File: config.mk
export PLATFORM = sky130hd
export DESIGN_NAME = wb_uart_debug_master_flat
export DESIGN_NICKNAME = d
export VERILOG_FILES = /design/src/rtl/wb_uart_debug_master_if.sv /design/src/rtl/wb_uart_debug_master.sv /design/src/flat_wrapper.sv
export SDC_FILE = /design/constraint.sdc
export NUM_CORES = 1
export LEC_CHECK = 0
export ABC_AREA = 1
export CAP_MARGIN = 5
export CORE_MARGIN = 4
export CORE_UTILIZATION = 54
export CTS_CLUSTER_DIAMETER = 80
export CTS_CLUSTER_SIZE = 20
export DETAILED_ROUTE_END_ITERATION = 8
export PLACE_DENSITY = 0.79
export SLEW_MARGIN = 10
export SYNTH_ARGS = -nofsm -noshare
export SYNTH_HDL_FRONTEND = slang
export SYNTH_SLANG_ARGS = --single-unit
export TNS_END_PERCENT = 100
File: constraint.sdc
create_clock -name clk_i -period 1.9 [get_ports clk_i]
set_input_delay 0.57 -clock clk_i [delete_from_list [all_inputs] [get_ports clk_i]]
set_output_delay 0.57 -clock clk_i [all_outputs]
set_load 0.005 [all_outputs]
File: src/rtl/wb_uart_debug_master_if.sv
`default_nettype none
// ============================================================================
// Module   : wb_uart_debug_master_if
// Brief    : Byte-stream and Wishbone master signal bundle for the debug master
// Revision : 1.0 - initial release
// ============================================================================
interface wb_uart_debug_master_if;
    logic [7:0]  rx_data_i;
    logic        rx_valid_i;
    logic [7:0]  tx_data_o;
    logic        tx_valid_o;
    logic        tx_ready_i;
    logic [31:0] wbm_adr_o;
    logic [31:0] wbm_dat_o;
    logic [3:0]  wbm_sel_o;
    logic        wbm_we_o;
    logic        wbm_cyc_o;
    logic        wbm_stb_o;
    logic [2:0]  wbm_cti_o;
    logic [1:0]  wbm_bte_o;
    logic [31:0] wbm_dat_i;
    logic        wbm_ack_i;
    logic        wbm_err_i;
    logic        wbm_rty_i;
    logic        busy_o;

    modport master (
        input  rx_data_i, rx_valid_i, tx_ready_i,
        input  wbm_dat_i, wbm_ack_i, wbm_err_i, wbm_rty_i,
        output tx_data_o, tx_valid_o,
        output wbm_adr_o, wbm_dat_o, wbm_sel_o, wbm_we_o, wbm_cyc_o, wbm_stb_o,
        output wbm_cti_o, wbm_bte_o, busy_o
    );

    modport slave (
        output rx_data_i, rx_valid_i, tx_ready_i,
        output wbm_dat_i, wbm_ack_i, wbm_err_i, wbm_rty_i,
        input  tx_data_o, tx_valid_o,
        input  wbm_adr_o, wbm_dat_o, wbm_sel_o, wbm_we_o, wbm_cyc_o, wbm_stb_o,
        input  wbm_cti_o, wbm_bte_o, busy_o
    );
endinterface
`default_nettype wire

File: src/rtl/wb_uart_debug_master.sv
`default_nettype none
// ============================================================================
// Module   : wb_uart_debug_master
// Brief    : Byte-stream command parser driving single classic Wishbone cycles
// Revision : 1.0 - initial release
// ============================================================================
module wb_uart_debug_master #(
    parameter int BUS_TIMEOUT = 1024
) (
    input  logic                   clk_i,
    input  logic                   nrst_i,
    wb_uart_debug_master_if.master bus
);
    localparam logic [7:0]  C_CMD_READ  = 8'h52;
    localparam logic [7:0]  C_CMD_WRITE = 8'h57;
    localparam logic [15:0] C_TMO_LAST  = 16'(BUS_TIMEOUT - 1);

    typedef enum logic [2:0] {
        ST_IDLE = 3'd0,
        ST_ADDR = 3'd1,
        ST_DATA = 3'd2,
        ST_BUS  = 3'd3,
        ST_STAT = 3'd4,
        ST_RDAT = 3'd5
    } state_t;

    state_t      r_state;
    state_t      w_next;
    logic        r_we;
    logic [1:0]  r_cnt;
    logic [31:0] r_adr_sh;
    logic [31:0] r_dat_sh;
    logic [31:0] r_adr;
    logic [31:0] r_dat;
    logic [31:0] r_rdat;
    logic [7:0]  r_status;
    logic [15:0] r_tmo;
    logic        r_cyc;

    logic        w_cmd;
    logic        w_last_byte;
    logic        w_done;
    logic        w_hs;
    logic [7:0]  w_status;

    assign w_cmd       = bus.rx_valid_i &&
                         (bus.rx_data_i == C_CMD_READ || bus.rx_data_i == C_CMD_WRITE);
    assign w_last_byte = bus.rx_valid_i && (r_cnt == 2'd3);
    assign w_done      = r_cyc && (bus.wbm_ack_i || bus.wbm_err_i || bus.wbm_rty_i ||
                                   (r_tmo == C_TMO_LAST));
    assign w_hs        = bus.tx_valid_o && bus.tx_ready_i;

    // A real termination in the final counted cycle outranks the timeout code.
    always_comb begin
        w_status = 8'h03;
        if (bus.wbm_err_i)      w_status = 8'h01;
        else if (bus.wbm_rty_i) w_status = 8'h02;
        else if (bus.wbm_ack_i) w_status = 8'h00;
    end

    always_ff @(posedge clk_i or negedge nrst_i) begin
        if (!nrst_i) r_state <= ST_IDLE;
        else         r_state <= w_next;
    end

    always_comb begin
        w_next = r_state;
        case (r_state)
            ST_IDLE: if (w_cmd)       w_next = ST_ADDR;
            ST_ADDR: if (w_last_byte) w_next = r_we ? ST_DATA : ST_BUS;
            ST_DATA: if (w_last_byte) w_next = ST_BUS;
            ST_BUS:  if (w_done)      w_next = ST_STAT;
            ST_STAT: if (w_hs)        w_next = r_we ? ST_IDLE : ST_RDAT;
            ST_RDAT: if (w_hs && r_cnt == 2'd3) w_next = ST_IDLE;
            default:                  w_next = ST_IDLE;
        endcase
    end

    // Shift registers collect the frame so the bus-facing adr/dat only change
    // when a new cycle actually starts.
    always_ff @(posedge clk_i or negedge nrst_i) begin
        if (!nrst_i) begin
            r_we     <= 1'b0;
            r_cnt    <= 2'd0;
            r_adr_sh <= 32'd0;
            r_dat_sh <= 32'd0;
            r_adr    <= 32'd0;
            r_dat    <= 32'd0;
            r_rdat   <= 32'd0;
            r_status <= 8'd0;
            r_tmo    <= 16'd0;
            r_cyc    <= 1'b0;
        end else begin
            case (r_state)
                ST_IDLE: begin
                    if (w_cmd) begin
                        r_we  <= (bus.rx_data_i == C_CMD_WRITE);
                        r_cnt <= 2'd0;
                    end
                end
                ST_ADDR: begin
                    if (bus.rx_valid_i) begin
                        r_adr_sh <= {r_adr_sh[23:0], bus.rx_data_i};
                        r_cnt    <= r_cnt + 2'd1;
                        if (w_last_byte && !r_we) begin
                            r_adr <= {r_adr_sh[23:0], bus.rx_data_i};
                            r_cyc <= 1'b1;
                            r_tmo <= 16'd0;
                        end
                    end
                end
                ST_DATA: begin
                    if (bus.rx_valid_i) begin
                        r_dat_sh <= {r_dat_sh[23:0], bus.rx_data_i};
                        r_cnt    <= r_cnt + 2'd1;
                        if (w_last_byte) begin
                            r_adr <= r_adr_sh;
                            r_dat <= {r_dat_sh[23:0], bus.rx_data_i};
                            r_cyc <= 1'b1;
                            r_tmo <= 16'd0;
                        end
                    end
                end
                ST_BUS: begin
                    if (w_done) begin
                        r_cyc    <= 1'b0;
                        r_status <= w_status;
                        r_rdat   <= (w_status == 8'h00) ? bus.wbm_dat_i : 32'd0;
                        r_cnt    <= 2'd0;
                    end else begin
                        r_tmo <= r_tmo + 16'd1;
                    end
                end
                ST_RDAT: begin
                    if (w_hs) begin
                        r_rdat <= {r_rdat[23:0], 8'h00};
                        r_cnt  <= r_cnt + 2'd1;
                    end
                end
                default: ;
            endcase
        end
    end

    assign bus.tx_valid_o = (r_state == ST_STAT) || (r_state == ST_RDAT);
    assign bus.tx_data_o  = (r_state == ST_STAT) ? r_status :
                            (r_state == ST_RDAT) ? r_rdat[31:24] : 8'h00;

    assign bus.wbm_adr_o = r_adr;
    assign bus.wbm_dat_o = r_dat;
    assign bus.wbm_sel_o = {4{r_cyc}};
    assign bus.wbm_we_o  = r_cyc && r_we;
    assign bus.wbm_cyc_o = r_cyc;
    assign bus.wbm_stb_o = r_cyc;
    assign bus.wbm_cti_o = 3'b000;
    assign bus.wbm_bte_o = 2'b00;
    assign bus.busy_o    = (r_state != ST_IDLE);

endmodule
`default_nettype wire

File: src/flat_wrapper.sv
// flat-port wrapper written by rule: the top's interface ports become plain ports
module wb_uart_debug_master_flat 
#(
    parameter int BUS_TIMEOUT = 1024
)
  (clk_i, nrst_i, bus_rx_data_i, bus_rx_valid_i, bus_tx_ready_i, bus_wbm_dat_i, bus_wbm_ack_i, bus_wbm_err_i, bus_wbm_rty_i, bus_tx_data_o, bus_tx_valid_o, bus_wbm_adr_o, bus_wbm_dat_o, bus_wbm_sel_o, bus_wbm_we_o, bus_wbm_cyc_o, bus_wbm_stb_o, bus_wbm_cti_o, bus_wbm_bte_o, bus_busy_o);
  wb_uart_debug_master_if bus_i ();
  input  logic clk_i;
  input  logic nrst_i;
  input wire logic [$bits(bus_i.rx_data_i)-1:0] bus_rx_data_i;
  input wire logic [$bits(bus_i.rx_valid_i)-1:0] bus_rx_valid_i;
  input wire logic [$bits(bus_i.tx_ready_i)-1:0] bus_tx_ready_i;
  input wire logic [$bits(bus_i.wbm_dat_i)-1:0] bus_wbm_dat_i;
  input wire logic [$bits(bus_i.wbm_ack_i)-1:0] bus_wbm_ack_i;
  input wire logic [$bits(bus_i.wbm_err_i)-1:0] bus_wbm_err_i;
  input wire logic [$bits(bus_i.wbm_rty_i)-1:0] bus_wbm_rty_i;
  output wire logic [$bits(bus_i.tx_data_o)-1:0] bus_tx_data_o;
  output wire logic [$bits(bus_i.tx_valid_o)-1:0] bus_tx_valid_o;
  output wire logic [$bits(bus_i.wbm_adr_o)-1:0] bus_wbm_adr_o;
  output wire logic [$bits(bus_i.wbm_dat_o)-1:0] bus_wbm_dat_o;
  output wire logic [$bits(bus_i.wbm_sel_o)-1:0] bus_wbm_sel_o;
  output wire logic [$bits(bus_i.wbm_we_o)-1:0] bus_wbm_we_o;
  output wire logic [$bits(bus_i.wbm_cyc_o)-1:0] bus_wbm_cyc_o;
  output wire logic [$bits(bus_i.wbm_stb_o)-1:0] bus_wbm_stb_o;
  output wire logic [$bits(bus_i.wbm_cti_o)-1:0] bus_wbm_cti_o;
  output wire logic [$bits(bus_i.wbm_bte_o)-1:0] bus_wbm_bte_o;
  output wire logic [$bits(bus_i.busy_o)-1:0] bus_busy_o;
  assign bus_i.rx_data_i = bus_rx_data_i;
  assign bus_i.rx_valid_i = bus_rx_valid_i;
  assign bus_i.tx_ready_i = bus_tx_ready_i;
  assign bus_i.wbm_dat_i = bus_wbm_dat_i;
  assign bus_i.wbm_ack_i = bus_wbm_ack_i;
  assign bus_i.wbm_err_i = bus_wbm_err_i;
  assign bus_i.wbm_rty_i = bus_wbm_rty_i;
  assign bus_tx_data_o = bus_i.tx_data_o;
  assign bus_tx_valid_o = bus_i.tx_valid_o;
  assign bus_wbm_adr_o = bus_i.wbm_adr_o;
  assign bus_wbm_dat_o = bus_i.wbm_dat_o;
  assign bus_wbm_sel_o = bus_i.wbm_sel_o;
  assign bus_wbm_we_o = bus_i.wbm_we_o;
  assign bus_wbm_cyc_o = bus_i.wbm_cyc_o;
  assign bus_wbm_stb_o = bus_i.wbm_stb_o;
  assign bus_wbm_cti_o = bus_i.wbm_cti_o;
  assign bus_wbm_bte_o = bus_i.wbm_bte_o;
  assign bus_busy_o = bus_i.busy_o;
  wb_uart_debug_master #(.BUS_TIMEOUT(BUS_TIMEOUT)) u_core (.clk_i(clk_i), .nrst_i(nrst_i), .bus(bus_i));
endmodule
==> out/metrics.yaml <==
drt_wl_total_um: 19800
synth_area_um2: 8230
regToRegSetupSlack_ps: 40
drive_above_1_share: 0.221
rsz0062_at_grt: "yes"
maxCapViolCount: 0
die_x_um: 131
cp.buffers_inverters: 5
min_path_type: "reg2reg"
layout_commonest_cell: "nand2_1"
drt_pass1_iterations: 5
min_period_over_period: 1.14
setup_violations: 9
yosysWarnings: 0
via_count: 6640
grt_overflow: 0
clkSinkCount: 177
clock_path_buffers: 2
ys_top_cells_by_area: "dfrtp_1, nand2_1, o21ai_0, o21ai_2, inv_1"
skew_ps: 17.8
worst_setup_path_end_kind: "output port"
initial_core_util: 0.558
drt-vias-per-instance: 5.26
die_area_um2: 17300
grt_max_degree: 80
slowest_delay_ps: 400
worst_slack_ps: -261
drc: 0
comb_power_share: 0.409
synth_top_area_share: 0.538
crit_end: "bus_tx_data_o[1]"
path_class: "reg2out"
cp-start-kind: "register"
root_buffer: "clkbuf_16"
p_sw_mw: 5.90
max_freq_mhz: 463
antennaDiodeCount: 0
critPathTopFamily: "buffers and inverters"
first_global_vias: 6196
clkTransAtPathRegs_ps: 70
powerDensity_nw_per_um2: 1490
p_int_mw: 10.4
cts_tree: "built"
leakage_nw: 5.39
insertion_delay_ps: 430
status: "finished, violations left"
synth.avg_cell_area_um2: 9.32
irDropWorstVdd_v: 0.000914
finalWorstPathRequiredPeriod_ps: 2160
final_util: 0.745
rr_endpoint: "u_core.bus.wbm_adr_o[29]"
postRouteAntennaNets: 0
wl_per_cell_um: 15.7
htreeDepth: 4
crit_path_start: "u_core.r_state[1]"
worst_ep_required_time_ps: 1330
antenna_found_initial: 0
switching_share: 0.361
die_h_um: 131
path_common_cell: "buf_6"
maxSlewViolCount: 0
pwr-share-clk: 0.225
yosysSeqAreaShare: 0.538
final_nets: 1114
syn_inst: 883
reg2reg_depth: 8
critPathSlowestCell: "dfrtp_1"
crit_chain: "buf_6 -> inv_4 -> nand2_4 -> nor2_4 -> buf_6 -> buf_6 -> nand2_2 -> o21ai_2 -> buf_2"
gp_congestion: 0.902
synth_area_leader_cell: "dfrtp_1"
ys_types: 36
grt_pass1_wl_um: 30200
mostFrequentLayoutCells: "nand2_1, dfrtp_1, o21ai_0"
pre_cts_ws_ps: -273
cp.arrival_ps: 1590
fp-row-count: 44
io-pin-count: 133
crit_path_max_fanout: 3
core-area_um2: 14800
drtIter0Drc: 489
cts_made_buffers: 17
area_growth_pct: 33.5
ys_seq_elements: 177
hold_viol_final: 0
r2r_start: "u_core.r_state[1]"
io_buffer_count: 127
crit_cells: 9
dp_hpwl_um: 12400
total_power_mw: 16.3
p_seq_frac: 0.366
violations: "negative setup slack"
grt_usage: 0.212
## worst register-to-register path, cell delays in order, from the launching register on
cell and delay, ps:
dfrtp_1 380, buf_6 120, inv_4 30, buf_4 150, nor3_4 280, buf_4 180
buf_12 190, mux2i_1 320, o21ai_2 90
## routing by layer
metal,vias to the layer above,share of wire,GRT usage
li1,3228,-,-
met1,3229,0.43,0.283
met2,162,0.50,0.345
met3,21,0.054,0.0596
met4,0,0.0091,0.0537
met5,-,0,0
## power by group through the flow
| stage | clock, mW | combinational (mW) | sequential [mW] |
|---|---|---|---|
| 6_report | 3.68 | 6.69 | 5.97 |
| 5_1_grt | 3.89 | 7.37 | 6.12 |
| 4_1_cts | 3.74 | 6.06 | 5.92 |
| 3_5_place_dp | 0 | 6.02 | 5.97 |
| 3_3_place_gp | 0 | 5.82 | 5.93 |
| 2_1_floorplan | 0 | 3.92 | 5.83 |
## cells in the mapped netlist
master     count
a21oi_1        4
a21oi_4        1
a22oi_1       24
buf_2          7
buf_4         16
buf_6         18
clkbuf_1      11
clkbuf_2       1
clkinv_1       1
conb_1         1
dfrtp_1      177
ha_1           2
inv_1         65
inv_2          6
mux2_1         4
mux2_2        14
mux2i_1       18
nand2_1      250
nand2_2        4
nand2_4        3
nand3_1       23
nand3_2        2
nand4_1        3
nor2_1        40
nor2_2         4
nor2_4         2
nor3_1         1
nor3_4         3
o2111ai_1      1
o211ai_1       1
o21ai_0       88
o21ai_1       31
o21ai_2       43
o21bai_1       3
or2_2          4
xor2_1         7
## how the worst min path moves through the flow
stage | startpoint | end | depth (start not counted)
2_1_floorplan | nrst_i | u_core.bus.wbm_adr_o[0] | 0
3_3_place_gp | nrst_i | u_core.bus.wbm_adr_o[28] | 1
3_5_place_dp | nrst_i | u_core.r_adr_sh[28] | 1
4_1_cts | u_core.bus.wbm_adr_o[17] | u_core.bus.wbm_adr_o[17] | 2
5_1_grt | u_core.bus.wbm_adr_o[29] | u_core.bus.wbm_adr_o[29] | 2
6_report | u_core.bus.wbm_dat_o[7] | u_core.bus.wbm_dat_o[7] | 2
## flip-flops by register name (all words and copies together) (netlist names)
| signal | cells |
|---|---|
| u_core.r_rdat | 32 |
| u_core.r_cnt | 2 |
| u_core.r_we | 1 |
| u_core.bus.wbm_cyc_o | 1 |
| u_core.r_tmo | 16 |
| u_core.r_dat_sh | 24 |
| u_core.r_adr_sh | 32 |
| u_core.bus.wbm_adr_o | 32 |
| u_core.bus.wbm_dat_o | 32 |
| u_core.r_status | 2 |
| u_core.r_state | 3 |
## final cells by class
cell class	count	area, um^2
Clock buffer	19	453
Inverter	72	275
Clock inverter	13	174
Sequential cell	177	4430
Timing Repair Buffer	212	2170
Fill cell	1026	3770
Multi-Input combinational cell	585	3260
Tap cell	184	230
## what timing repair did
action | in CTS | in global routing
buffers inserted | 10 | 14
hold buffers | 1 | 0
setup endpoints to repair | 35 | 108
pin swaps | 3 | 23
hold endpoints to repair | 4 | 0
gates resized for setup | 71 | 49
cloned | 0 | 7
## cell families after synthesis
group,count (synthesis),synth area share
fa+ha+maj,2,0.00304
xor+xnor,7,0.00745
flops,177,0.538
mux,36,0.0465
simple gates,339,0.173
compound gates,196,0.149
buf+inv,125,0.0819
other cells,1,0.000456
## through the flow
| step | TNS, ps | instance area, um^2 | instances | hold WS, ps |
|---|---|---|---|---|
| 2_1_floorplan | 0 | 8250 | 887 | 274 |
| 3_3_place_gp | -15990 | 9900 | 1198 | 378 |
| 3_5_place_dp | -19480 | 9900 | 1198 | 380 |
| 4_1_cts | -1860 | 10600 | 1241 | 485 |
| 5_1_grt | -2570 | 11000 | 1262 | 501 |
| 6_report | -1740 | 11000 | 1262 | 480 |
Power figures use the tool's default switching activity.
